===== src/rtl/systolic_feeder_4.sv =====
// Operand feeder for a 4x4 output-stationary systolic array: buffers A and B,
// then streams them skewed into the west/north edges. Optional FEEDER_WR_LOCK_EN blocks writes while busy.
module systolic_feeder_4 #(
    parameter int data_size    = 8,
    parameter int DRAIN_CYCLES = 4
) (
    input  logic                 clk,
    input  logic                 reset,
    input  logic                 wr_en,
    input  logic                 wr_sel,
    input  logic [3:0]           wr_addr,
    input  logic [data_size-1:0] wr_data,
    input  logic                 start,
    output logic                 busy,
    output logic                 arr_reset,
    output logic [data_size-1:0] a1,
    output logic [data_size-1:0] a2,
    output logic [data_size-1:0] a3,
    output logic [data_size-1:0] a4,
    output logic [data_size-1:0] b1,
    output logic [data_size-1:0] b2,
    output logic [data_size-1:0] b3,
    output logic [data_size-1:0] b4,
    output logic                 done,
    output logic                 wr_err
);

    typedef enum logic [2:0] {
        IDLE,
        CLEAR,
        FEED,
        DRAIN,
        DONE
    } state_t;

    localparam logic [2:0] LAST_STEP  = 3'd6;
    localparam logic [3:0] LAST_DRAIN = 4'(DRAIN_CYCLES - 1);

    state_t               state, state_next;
    logic [2:0]           step, step_next;
    logic [3:0]           drain, drain_next;

    logic [data_size-1:0] mem_a [4][4];
    logic [data_size-1:0] mem_b [4][4];

    logic [data_size-1:0] a_q    [4];
    logic [data_size-1:0] b_q    [4];
    logic [data_size-1:0] a_next [4];
    logic [data_size-1:0] b_next [4];
    logic [2:0]           lag    [4];

    logic                 wr_accept;

    assign busy      = (state != IDLE);
    assign arr_reset = (state == CLEAR);
    assign done      = (state == DONE);

    assign a1 = a_q[0];
    assign a2 = a_q[1];
    assign a3 = a_q[2];
    assign a4 = a_q[3];
    assign b1 = b_q[0];
    assign b2 = b_q[1];
    assign b3 = b_q[2];
    assign b4 = b_q[3];

`ifdef FEEDER_WR_LOCK_EN
    logic wr_err_q;

    assign wr_accept = wr_en && !busy;
    assign wr_err    = wr_err_q;

    always_ff @(posedge clk) begin
        if (reset) begin
            wr_err_q <= 1'b0;
        end else begin
            wr_err_q <= wr_en && busy;
        end
    end
`else
    assign wr_accept = wr_en;
    assign wr_err    = 1'b0;
`endif

    // NOTE: every variable gets its default before the case, otherwise an
    // unassigned path infers a latch.
    always_comb begin
        state_next = state;
        step_next  = step;
        drain_next = drain;
        unique case (state)
            IDLE: begin
                if (start) begin
                    state_next = CLEAR;
                end
            end
            CLEAR: begin
                state_next = FEED;
                step_next  = '0;
            end
            FEED: begin
                if (step == LAST_STEP) begin
                    state_next = DRAIN;
                    step_next  = '0;
                    drain_next = '0;
                end else begin
                    step_next = step + 3'd1;
                end
            end
            DRAIN: begin
                if (drain == LAST_DRAIN) begin
                    state_next = DONE;
                    drain_next = '0;
                end else begin
                    drain_next = drain + 4'd1;
                end
            end
            DONE: begin
                state_next = IDLE;
            end
            default: begin
                state_next = IDLE;
            end
        endcase
    end

    // Stream i lags by i steps; outside its 4-step window it feeds zero.
    // Values are looked up for the step being entered so the outputs can be registered.
    always_comb begin
        for (int i = 0; i < 4; i++) begin
            lag[i]    = step_next - 3'(i);
            a_next[i] = '0;
            b_next[i] = '0;
            if (state_next == FEED && step_next >= 3'(i) && lag[i] <= 3'd3) begin
                a_next[i] = mem_a[i][lag[i][1:0]];
                b_next[i] = mem_b[lag[i][1:0]][i];
            end
        end
    end

    // NOTE: sequential state uses non-blocking assignments only, so every
    // register samples the pre-edge value of every other register.
    always_ff @(posedge clk) begin
        if (reset) begin
            state <= IDLE;
            step  <= '0;
            drain <= '0;
            // NOTE: the operand buffers are deliberately cleared on reset so a
            // run after reset streams zeros rather than stale operands.
            for (int r = 0; r < 4; r++) begin
                for (int c = 0; c < 4; c++) begin
                    mem_a[r][c] <= '0;
                    mem_b[r][c] <= '0;
                end
                a_q[r] <= '0;
                b_q[r] <= '0;
            end
        end else begin
            state <= state_next;
            step  <= step_next;
            drain <= drain_next;
            for (int i = 0; i < 4; i++) begin
                a_q[i] <= a_next[i];
                b_q[i] <= b_next[i];
            end
            if (wr_accept) begin
                if (wr_sel) begin
                    mem_b[wr_addr[3:2]][wr_addr[1:0]] <= wr_data;
                end else begin
                    mem_a[wr_addr[3:2]][wr_addr[1:0]] <= wr_data;
                end
            end
        end
    end

endmodule


===== config.mk =====
export PLATFORM = sky130hd
export DESIGN_NAME = systolic_feeder_4
export DESIGN_NICKNAME = d
export VERILOG_FILES = /design/src/rtl/systolic_feeder_4.sv
export SDC_FILE = /design/constraint.sdc
export NUM_CORES = 1
export LEC_CHECK = 0
export CAP_MARGIN = 15
export CORE_UTILIZATION = 41
export CTS_CLUSTER_DIAMETER = 30
export DETAILED_ROUTE_END_ITERATION = 7
export PLACE_DENSITY = 0.58
export SYNTH_ARGS = -nofsm -noshare
export SYNTH_HDL_FRONTEND = slang
export SYNTH_SLANG_ARGS = --single-unit

===== constraint.sdc =====
create_clock -name clk -period 4 [get_ports clk]
set_clock_uncertainty 0.15 [all_clocks]
set_input_delay 0.8 -clock clk [delete_from_list [all_inputs] [get_ports clk]]
set_output_delay 0.8 -clock clk [all_outputs]
set_load 0.01 [all_outputs]

* After elaboration in Yosys (flattened, before gate mapping)
Memory sizes are Yosys's and may differ from the RTL's.
Cells that the tools add are included.
** Operators by class
- Multipliers :: 0
- Eq/ne operators :: 8
- Reductions and logical operators :: 15
- Shift-type cells :: 0
- Div/mod/pow operators :: 0
- Add/sub/neg operators :: 5
- $lt $le $gt $ge :: 14
- Bitwise logic cells :: 13
- Mux-type cells :: 56
** Operators with widths (count)
- $mux W8 :: 25
- $mux W32 :: 6
- $bmux W8 S2 :: 4
- $reduce_or A32 Y1 :: 2
- $demux W8 S2 :: 1
- $ge A3 B3 Y1 const B :: 5
- $not A2 Y3 :: 5
- $le A3 B2 Y1 const B :: 4
- $mux W3 :: 4
- $pmux W3 S4 :: 1
- $eq A3 B2 Y1 const B :: 3
- $logic_and A1 B1 Y1 :: 9
- $mux W1 :: 9
- $mux W4 :: 2
- $or A1 B1 Y1 :: 8
- $pmux W4 S2 :: 1
- $eq A3 B3 Y1 const B :: 2
- $ge A3 B1 Y1 const B :: 2
- $ge A3 B2 Y1 const B :: 2
- $pmux W3 S2 :: 1
- $sub A3 B2 Y3 const B :: 2
- $add A4 B1 Y4 const B :: 1
- $eq A4 B2 Y1 const B :: 1
- $mux W2 :: 2
- 9 further kinds :: 9
** Storage, ports and cells
- Input port bits :: 17
- Output and inout port bits :: 68
- RAM bits :: 320
- Latch bits :: 0
- Register bits after elaboration :: 10
- Memory bits (read-only) :: 0
- Memories :: 4
** Memories
- mem_a :: depth 4, width 32, read ports 4, clocked after Yosys merged registers in 0, write ports 4, line 43 : logic [data_size-1:0] mem_a [4][4];
- mem_b :: depth 4, width 32, read ports 4, clocked after Yosys merged registers in 0, write ports 4, line 44 : logic [data_size-1:0] mem_b [4][4];
- a_q :: depth 4, width 8, read ports 4, clocked after Yosys merged registers in 0, write ports 4, line 46 : logic [data_size-1:0] a_q [4];
- b_q :: depth 4, width 8, read ports 4, clocked after Yosys merged registers in 0, write ports 4, line 47 : logic [data_size-1:0] b_q [4];

* Logic depth before layout (Yosys ltp)
Gate-level depths: netlist (run 1).
- Depth in word-level cells :: 10
- Depth in mapped cells :: 14

* Worst setup path after synthesis (run 1)
No wires, ideal clock.
- Path type :: register -> register
- From :: reg state[1]
- To :: mem a_q[1][0]
- Arrival time :: 2.863 ns
- Stages on the path, launching flop included :: 13
- Setup slack :: 0.872 ns
- Period minus slack after synthesis :: 3.128 ns
- Data required time :: 3.735 ns
- Library setup time :: 0.115 ns
- Cells stage by stage :: dfxtp_1 buf_2 nor2b_1 a31o_2 nor2_8 buf_4 buf_2 inv_1 ha_1 clkbuf_1 clkbuf_1 mux4_2 and2_1
** RTL lines
- start: declaration :: line 39 : state_t state, state_next;
- start signal: assignment :: line 159 : state <= state_next;
- end: declaration :: line 46

==> impl_metrics.py, run 1 <==
metrics = {
    "cts": {
        "cts_setup_buffers": 0,
        "cts_buffer_depth": 3,
        "htreeDepth": 3,
        "cts_tree": "built",
        "cts_hold_buffers": 0,
        "clockRootBuffer": "clkbuf_16",
        "cts_buffers": 72,
        "path_clk_slew_ns": 0.05,
        "cts_sinks": 330,
        "clk-insertion-delay-late_ns": 0.56,
        "post_cts_resized": 0,
    },
    "power": {
        "sw_frac_of_total_pct": 21.5,
        "net-switching-power_uw": 2300,
        "power_density_nw_per_um2": 598,
        "p_clk_share_pct": 58.7,
        "peakVddDrop_mv": 0.300,
        "combinationalPowerShare_pct": 4.8,
        "internal_power_uw": 8400,
        "power_leakage_uw": 0.00633,
        "seqPwrFrac_pct": 36.6,
    },
    "global_routing": {
        "antenna_found_initial": 0,
        "grt_max_degree": 116,
        "overflow": 0,
        "grt_pass1_vias": 8587,
        "grtUsageTotal_pct": 19.1,
        "grt_pass1_wl_um": 50900,
    },
    "timing": {
        "rsz0062_at_grt": "no",
        "max_slew_margin_pct": 35.2,
        "timing.final.crit_share_pct": 82.3,
        "layout_setup_ws_ns": 0.707,
        "setup_viol": 0,
        "tightest_slew_ns": 0.972,
        "fin_setup_tns_ns": 0,
        "drv_slew": 0,
        "finalHoldViolCount": 0,
        "period_needed_ns": 3.29,
        "clock.fmax_mhz": 304,
    },
    "drt": {
        "finalWirelength_um": 33200,
        "drt_iter0_markers": 552,
        "avgViaCountPerCell": 5.07,
        "num_vias": 8429,
        "ant_nets": 0,
        "drc": 0,
        "avgRoutedWirePerCell_um": 20.0,
        "drt_pre_antenna_iters": 5,
    },
    "synthesis": {
        "post_synth_inst_count": 1053,
        "ys.warnings.count": 0,
        "ys_types": 60,
        "syn_nets": 1076,
        "synth_edf_count": 256,
        "synth_flop_cell": "edfxtp_1",
        "ys_ff_latch": 330,
        "ys_seq_area_share_pct": 64.7,
        "syn_area_um2": 14200,
        "synth.avg_cell_area_um2": 13.5,
        "synthArstFlopShare_pct": 0,
    },
    "critical_path": {
        "end_kind": "flip-flop",
        "cp_slowest_cell": "a311o_1",
        "cp.required_ns": 4.22,
        "start_kind": "flip-flop",
        "cpPeakStageDelay_ns": 0.81,
        "worstPathCellList": "nor4b_4 > o21ai_1 > nand2_4 > ha_1 > ha_1 > inv_1 > a311o_1 > a221oi_1",
        "crit_top_cell": "ha_1",
        "crit_fanout": 21,
        "path_class": "reg -> reg",
        "cp_data_arrival_time_ns": 3.51,
    },
    "worst_hold_path": {
        "hold_class": "reg -> reg",
    },
    "floorplanning": {
        "boundaryPins": 85,
        "start_util_pct": 41.9,
        "fp.dieW_um": 188,
        "die_h_um": 188,
        "die-area_um2": 35300,
        "row_count": 67,
        "design.core.area_um2": 33800,
    },
    "placement": {
        "pre_cts_slack_ns": 0.473,
        "gp_congestion": 0.742,
        "dpl.hpwl_um": 19600,
        "io_buffers": 83,
    },
    "layout": {
        "layout-drive-gt1-share_pct": 19.5,
        "n_fill_cell": 2825,
        "regArea_um2": 9170,
        "multi_input_area_um2": 4620,
        "area_growth_pct": 26.3,
        "n_antenna_cell": 0,
        "fin_nets": 1177,
    },
    "outcome": {
        "status": "complete, no violations",
    },
    "job": {
        "drv_cap": 0,
    },
}
-- placed cells by master, fill, tap and decap left out, types with 2 or more instances in the layout --
cell / synthesis / routed
clkinv_4: 0 / 12
o21ai_0: 2 / 2
nor3b_1: 3 / 3
nor3_1: 4 / 4
dfxtp_1: 74 / 74
inv_6: 0 / 5
o21a_1: 2 / 2
nand3_1: 5 / 5
a221oi_2: 21 / 21
and2_1: 273 / 273
a31o_2: 2 / 2
a21oi_1: 51 / 51
clkbuf_8: 0 / 5
buf_2: 23 / 6
clkinv_2: 0 / 7
a221oi_1: 27 / 27
ha_1: 6 / 6
inv_1: 4 / 4
and3b_1: 2 / 2
nand2b_1: 5 / 5
nand2_1: 61 / 61
a31oi_1: 2 / 2
clkbuf_16: 0 / 75
bufinv_16: 0 / 13
nor2b_1: 4 / 4
clkbuf_1: 39 / 9
clkdlybuf4s50_1: 0 / 76
clkinvlp_4: 0 / 7
buf_4: 5 / 15
mux2i_1: 48 / 48
nor2_1: 49 / 49
or2_2: 33 / 33
edfxtp_1: 256 / 256
mux4_2: 16 / 16
-- power groups by stage --
stage	Sequential (uW)	Clock [uW]	Combinational [uW]
3_3_place_gp	3970	0	514
3_5_place_dp	3970	0	512
4_1_cts	3910	6350	514
6_report	3910	6280	508
2_1_floorplan	3950	0	348
5_1_grt	3920	6530	551
-- per-stage QoR --
step	area, um^2	power, uW	cells	hold slack [ns]	util, %
final	17900	10700	1661	0.344	53.0
after global placement	15300	4490	1528	0.333	45.3
after detailed placement	15300	4490	1528	0.340	45.3
after CTS	17900	10800	1661	0.346	53.0
after floorplan	14200	4300	1053	0.315	-
after global routing	17900	11000	1661	0.379	53.0
-- Yosys cell counts (2+ instances only) --
cell type / instances / area [um^2]
nand2_1: 61 / 229
inv_1: 4 / 15.0
a221oi_1: 27 / 236
buf_4: 5 / 37.5
nor3b_1: 3 / 22.5
ha_1: 6 / 75.1
nor2b_1: 4 / 25.0
o21ai_0: 2 / 10.0
mux2i_1: 48 / 480
or2_2: 33 / 206
a31oi_1: 2 / 12.5
clkbuf_1: 39 / 146
o21a_1: 2 / 15.0
a21oi_1: 51 / 255
dfxtp_1: 74 / 1480
nor3_1: 4 / 20.0
mux4_2: 16 / 360
a31o_2: 2 / 17.5
buf_2: 23 / 115
edfxtp_1: 256 / 7690
nand3_1: 5 / 25.0
and2_1: 273 / 1710
a221oi_2: 21 / 315
nor2_1: 49 / 184
nand2b_1: 5 / 31.3
and3b_1: 2 / 17.5
buf_6: 3 / 33.8
-- worst max-delay path: cells and delay by family, from the launching register on --
kind / cells / cell delay (ns)
simple gates: 2 / 0.35
buf+inv: 1 / 0.08
flops: 1 / 0.74
compound gates: 3 / 1.26
fa+ha+maj: 2 / 0.50
-- final cells by class --
| cell class | instances | share of cell area (%) |
|---|---|---|
| clock buffer | 89 | 11.1 |
| clock inverter | 44 | 3.50 |
| inverter | 5 | 0.105 |
| multi-input combinational | 646 | 25.8 |
| sequential | 330 | 51.2 |
| tap | 448 | 3.13 |
| timing repair buffer | 99 | 5.19 |
-- state kept, by name (all words and copies together), names as in the netlist --
signal / flops
mem_a: 128
mem_b: 128
a_q: 32
b_q: 32
drain: 4
state: 3
step: 3
-- layer usage --
layer	vias to the layer above	track usage (%)	routed length, um	part of all wire (%)
met5	-	0	0	0
met4	0	6.47	589	1.8
met3	46	4.14	2050	6.2
met2	248	28.9	15000	45
met1	4137	27.2	15500	47
li1	3998	-	-	-
-- cells by family (layout without fill, tap and decap cells) --
| family | after synthesis | in the layout | synth area share (%) |
|---|---|---|---|
| fa+ha+maj | 6 | 6 | 0.530 |
| xor+xnor | 2 | 2 | 0.177 |
| mux | 64 | 64 | 5.94 |
| compound gates | 123 | 123 | 7.60 |
| other cells | 1 | 1 | 0.0265 |
| flops | 330 | 330 | 64.7 |
| simple gates | 450 | 450 | 18.3 |
| buf+inv | 77 | 237 | 2.73 |
-- path summary, 6_finish.rpt --
path	start	end	slack, ns	cells after the start
worst max-delay path	state[0]$_SDFF_PP0_	b_q[3][6]$_SDFF_PP0_	0.71	8
worst min-delay path	drain[1]$_SDFFE_PP0P_	drain[1]$_SDFFE_PP0P_	0.34	2
worst max register to register	state[0]$_SDFF_PP0_	b_q[3][6]$_SDFF_PP0_	0.71	8
worst min register to register	drain[1]$_SDFFE_PP0P_	drain[1]$_SDFFE_PP0P_	0.34	2
Power figures use the tool's default switching activity.
==> run 2: changes to the inputs <==
Settings changed: PLACE_DENSITY 0.58 to 0.6.
Clock period 4 ns to 2.7 ns, I/O delays scaled along.
==> run 2 against run 1 <==
Register-to-register slack lost 0.60 ns. Largest cell class unchanged. Global-route usage is essentially flat. Combinational power grew 62%.
==> impl_metrics.py, run 2 (synthesis results as in run 1) <==
metrics = {
    "outcome": {
        "status": "complete, no violations",
    },
    "power": {
        "power_leakage_uw": 0.00678,
        "power_density_nw_per_um2": 874,
        "peakVddDrop_mv": 0.425,
    },
    "global_routing": {
        "grt_pass1_wl_um": 51300,
        "grt_max_degree": 116,
        "grtUsageTotal_pct": 19.2,
        "grt_pass1_vias": 8937,
        "overflow": 0,
        "antenna_found_initial": 1,
    },
    "drt": {
        "num_vias": 8703,
        "avgRoutedWirePerCell_um": 19.2,
        "avgViaCountPerCell": 5.01,
        "drt_pre_antenna_iters": 4,
        "drt_iter0_markers": 470,
        "finalWirelength_um": 33300,
        "drc": 0,
        "ant_nets": 0,
    },
    "placement": {
        "dpl.hpwl_um": 19600,
        "io_buffers": 83,
        "pre_cts_slack_ns": -0.0673,
        "gp_congestion": 0.761,
    },
    "critical_path": {
        "rrSetupSlack_ns": 0.11,
        "end_kind": "output port",
        "cp_data_arrival_time_ns": 1.93,
        "crit_fanout": 8,
        "cp.required_ns": 2.01,
        "path_class": "reg -> out",
        "start_kind": "flip-flop",
    },
    "layout": {
        "top_regs": "mem_a (128), mem_b (128)",
        "mostFrequentLayoutCell": "and2_1",
        "area_growth_pct": 31.7,
        "n_fill_cell": 2726,
        "fin_nets": 1248,
        "final_cell_mix": "273 x and2_1, 256 x edfxtp_1, 83 x clkdlybuf4s50_1, 78 x clkbuf_16, 76 x buf_4",
        "layout-drive-gt1-share_pct": 23.5,
    },
    "cts": {
        "cts_tree": "built",
        "clk-insertion-delay-late_ns": 0.56,
        "clockRootBuffer": "clkbuf_16",
        "cts_buffers": 76,
        "cts_buffer_depth": 3,
        "cts_hold_buffers": 0,
        "cts_sinks": 330,
        "path_clk_slew_ns": 0.05,
        "htreeDepth": 3,
    },
    "job": {
        "drv_cap": 0,
    },
    "floorplanning": {
        "die_h_um": 188,
        "die-area_um2": 35300,
        "design.core.area_um2": 33800,
        "boundaryPins": 85,
        "fp.dieW_um": 188,
        "start_util_pct": 41.9,
        "row_count": 67,
    },
    "timing": {
        "fin_setup_tns_ns": 0,
        "tightest_slew_ns": 0.731,
        "setup_viol": 0,
        "timing.final.crit_share_pct": 97.0,
        "drv_slew": 0,
        "period_needed_ns": 2.62,
        "clock.fmax_mhz": 382,
        "finalHoldViolCount": 0,
        "max_slew_margin_pct": 51.3,
        "rsz0062_at_grt": "no",
        "layout_setup_ws_ns": 0.0823,
    },
    "worst_hold_path": {
        "hold_class": "reg -> reg",
    },
}
[run 2: cell count changes in the layout (fill, tap and decap cells not counted), sizes merged]
cell	change
buf	+61
bufinv	+2
clkbuf	+7
clkdlybuf4s50	+7
clkinvlp	-4
diode	+1
inv	+1
[run 2: critical path, cell delays in order, from the launching register on]
cell and delay [ns]:
dfxtp_2 0.42, buf_4 0.15, inv_1 0.10, nor3_1 0.16
clkdlybuf4s50_1 0.56
[run 2: layer usage]
layer | GRT usage (%) | vias up | wire length (um)
met2 | 31.1 | 210 | 16000
met1 | 25.4 | 4286 | 14900
met3 | 3.89 | 69 | 1540
met5 | 0 | - | 0
met4 | 6.91 | 0 | 822
li1 | - | 4138 | -
[run 2: worst paths after layout]
path	start	cells past startpoint	endpoint
setup / recovery	state[2]$_SDFF_PP0_	4	done
hold reg to reg	drain[1]$_SDFFE_PP0P_	2	drain[1]$_SDFFE_PP0P_
hold / removal	drain[1]$_SDFFE_PP0P_	2	drain[1]$_SDFFE_PP0P_
setup reg to reg	step[0]$_SDFF_PP0_	10	a_q[3][0]$_SDFF_PP0_
[run 2: area by class of cell]
class                   count  area [um^2]  share of cell area [%]
flip-flops and latches    330         9170                    49.2
multi-input cells         646         4640                    24.9
clock buffers              97         2080                    11.2
repair buffers            166         1540                    8.26
clock inverters            43          639                    3.43
well taps                 448          561                    3.00
inverters                   5         18.8                   0.101
diodes                      1         2.50                  0.0134
[run 2: power breakdown]
| part | total, uW | internal, uW | switching [uW] |
|---|---|---|---|
| Combinational | 823 | 329 | 494 |
| Clock | 9680 | 6860 | 2820 |
| Sequential | 5790 | 5720 | 75.0 |
[run 2: stage by stage]
step                      total power, uW  cells  instance area, um^2  hold WS (ns)  util [%]
after floorplan                      6380   1053                14200         0.315         -
after global placement               6680   1586                15800         0.329      46.9
after detailed placement             6680   1586                15800         0.338      46.9
after CTS                           16400   1726                18600         0.345      55.0
after global routing                16800   1735                18700         0.375      55.2
final                               16300   1736                18700         0.345      55.2
[run 2: repair_timing]
action	in CTS	in global routing
gates cloned	0	0
pin swaps	0	0
gates resized for setup	3	2
setup endpoints to repair	5	12
buffers inserted	0	9
==> run 3: changes to the inputs <==
Settings changed: PLACE_DENSITY 0.6 to 0.58.
Clock period 2.7 ns to 3.29 ns, I/O delays scaled along.
==> run 3 against run 2 <==
Design area down 3.9%. Combinational power shrank 24%. Register-to-register slack better by 0.12 ns. Critical path type is now reg -> reg. Global-route usage fell by 0.10 points. Largest cell class unchanged.
==> impl_metrics.py, run 3 (synthesis results as in run 1) <==
metrics = {
    "outcome": {
        "status": "complete, no violations",
    },
    "layout": {
        "mostFrequentLayoutCell": "and2_1",
        "fin_area_um2": 17900,
        "area_growth_pct": 26.5,
        "fin_cells": 1684,
        "layout-drive-gt1-share_pct": 19.9,
        "n_antenna_cell": 0,
        "final_cell_mix": "273 x and2_1, 256 x edfxtp_1, 83 x clkdlybuf4s50_1, 74 x dfxtp_1, 72 x clkbuf_16",
        "fin_nets": 1203,
        "top_regs": "mem_a (128), mem_b (128)",
    },
    "worst_hold_path": {
        "hold_class": "reg -> reg",
    },
    "cts": {
        "post_cts_resized": 0,
        "cts_buffers": 71,
        "cts_setup_buffers": 0,
        "path_clk_slew_ns": 0.04,
        "cts_tree": "built",
        "cts_buffer_depth": 3,
        "clockRootBuffer": "clkbuf_16",
        "clk-insertion-delay-late_ns": 0.57,
        "cts_hold_buffers": 0,
        "cts_sinks": 330,
        "htreeDepth": 3,
    },
    "critical_path": {
        "start_kind": "flip-flop",
        "rrSetupSlack_ns": 0.23,
        "cp.required_ns": 3.58,
        "worstPathCellList": "nor2b_1 > a31o_2 > nor2_8 > inv_1 > ha_1 > ha_1 > a311o_1 > a221oi_1",
        "path_buf_inv": 1,
        "cpPeakStageDelay_ns": 0.71,
        "path_class": "reg -> reg",
        "cp_slowest_cell": "dfxtp_1",
        "end_kind": "flip-flop",
        "crit_fanout": 17,
        "cp_top_family": "compound AO/OA/AOI/OAI gates",
        "crit_top_cell": "ha_1",
        "cp_data_arrival_time_ns": 3.35,
    },
    "timing": {
        "tightest_slew_ns": 0.935,
        "drv_slew": 0,
        "period_needed_ns": 3.06,
        "finalHoldViolCount": 0,
        "rsz0062_at_grt": "no",
        "fin_setup_tns_ns": 0,
        "clock.fmax_mhz": 327,
        "layout_setup_ws_ns": 0.234,
        "setup_viol": 0,
        "max_slew_margin_pct": 37.7,
        "timing.final.crit_share_pct": 92.9,
    },
    "drt": {
        "drt_pre_antenna_iters": 5,
        "finalWirelength_um": 32700,
        "num_vias": 8503,
        "avgViaCountPerCell": 5.05,
        "ant_nets": 0,
        "avgRoutedWirePerCell_um": 19.4,
        "drt_iter0_markers": 650,
        "drc": 0,
    },
    "global_routing": {
        "overflow": 0,
        "grt_pass1_wl_um": 50800,
        "grt_max_degree": 116,
        "antenna_found_initial": 0,
        "grt_pass1_vias": 8621,
        "grtUsageTotal_pct": 19.1,
    },
    "placement": {
        "gp_congestion": 0.769,
        "pre_cts_slack_ns": 0.217,
        "dpl.hpwl_um": 19600,
        "placed_cells": 1555,
        "io_buffers": 83,
        "dpl_cell_area_um2": 15500,
    },
    "floorplanning": {
        "die-area_um2": 35300,
        "start_util_pct": 41.9,
        "design.core.area_um2": 33800,
        "boundaryPins": 85,
        "row_count": 67,
        "die_h_um": 188,
        "fp.dieW_um": 188,
    },
    "power": {
        "power_density_nw_per_um2": 688,
        "power_leakage_uw": 0.00637,
        "peakVddDrop_mv": 0.507,
    },
    "job": {
        "drv_cap": 0,
    },
}
==> run 3: path summary, 6_finish.rpt <==
check,start,endpoint,depth (start not counted)
worst max-delay path,state[0]$_SDFF_PP0_,a_q[3][3]$_SDFF_PP0_,8
worst min-delay path,drain[2]$_SDFFE_PP0P_,drain[2]$_SDFFE_PP0P_,2
worst max register to register,state[0]$_SDFF_PP0_,a_q[3][3]$_SDFF_PP0_,8
worst min register to register,drain[2]$_SDFFE_PP0P_,drain[2]$_SDFFE_PP0P_,2
==> run 3: worst min-delay path: cells and delay by family (launching register included) <==
family             cells  cell delay [ns]
DFF                    1             0.32
AOI/OAI and AO/OA      2             0.13
==> run 3: layout make-up <==
type | instances | area (um^2)
well taps | 448 | 561
inverters | 5 | 18.8
repair buffers | 126 | 1180
clock buffers | 85 | 1880
multi-input cells | 646 | 4620
fillers | 2820 | 15900
clock inverters | 44 | 495
flip-flops and latches | 330 | 9170
==> run 3: power breakdown <==
part           internal [uW]  total, uW  switching [uW]  leakage [uW]
Sequential              4690       4760            69.0       0.00303
Combinational            234        629             395       0.00218
Clock                   4650       6950            2300       0.00115
==> run 3: per-layer routing <==
| layer | wire, um | global-route usage, % |
|---|---|---|
| met3 | 1680 | 3.91 |
| met1 | 15700 | 27.4 |
| met4 | 575 | 6.97 |
| met5 | 0 | 0 |
| met2 | 14800 | 28.4 |
==> run 3: through the flow <==
step / total power [uW] / util (%) / hold WS [ns]
6_report: 12300 / 53.0 / 0.345
4_1_cts: 12400 / 53.0 / 0.348
5_1_grt: 12700 / 53.0 / 0.366
3_3_place_gp: 5460 / 46.0 / 0.326
2_1_floorplan: 5230 / - / 0.315
3_5_place_dp: 5460 / 46.0 / 0.343
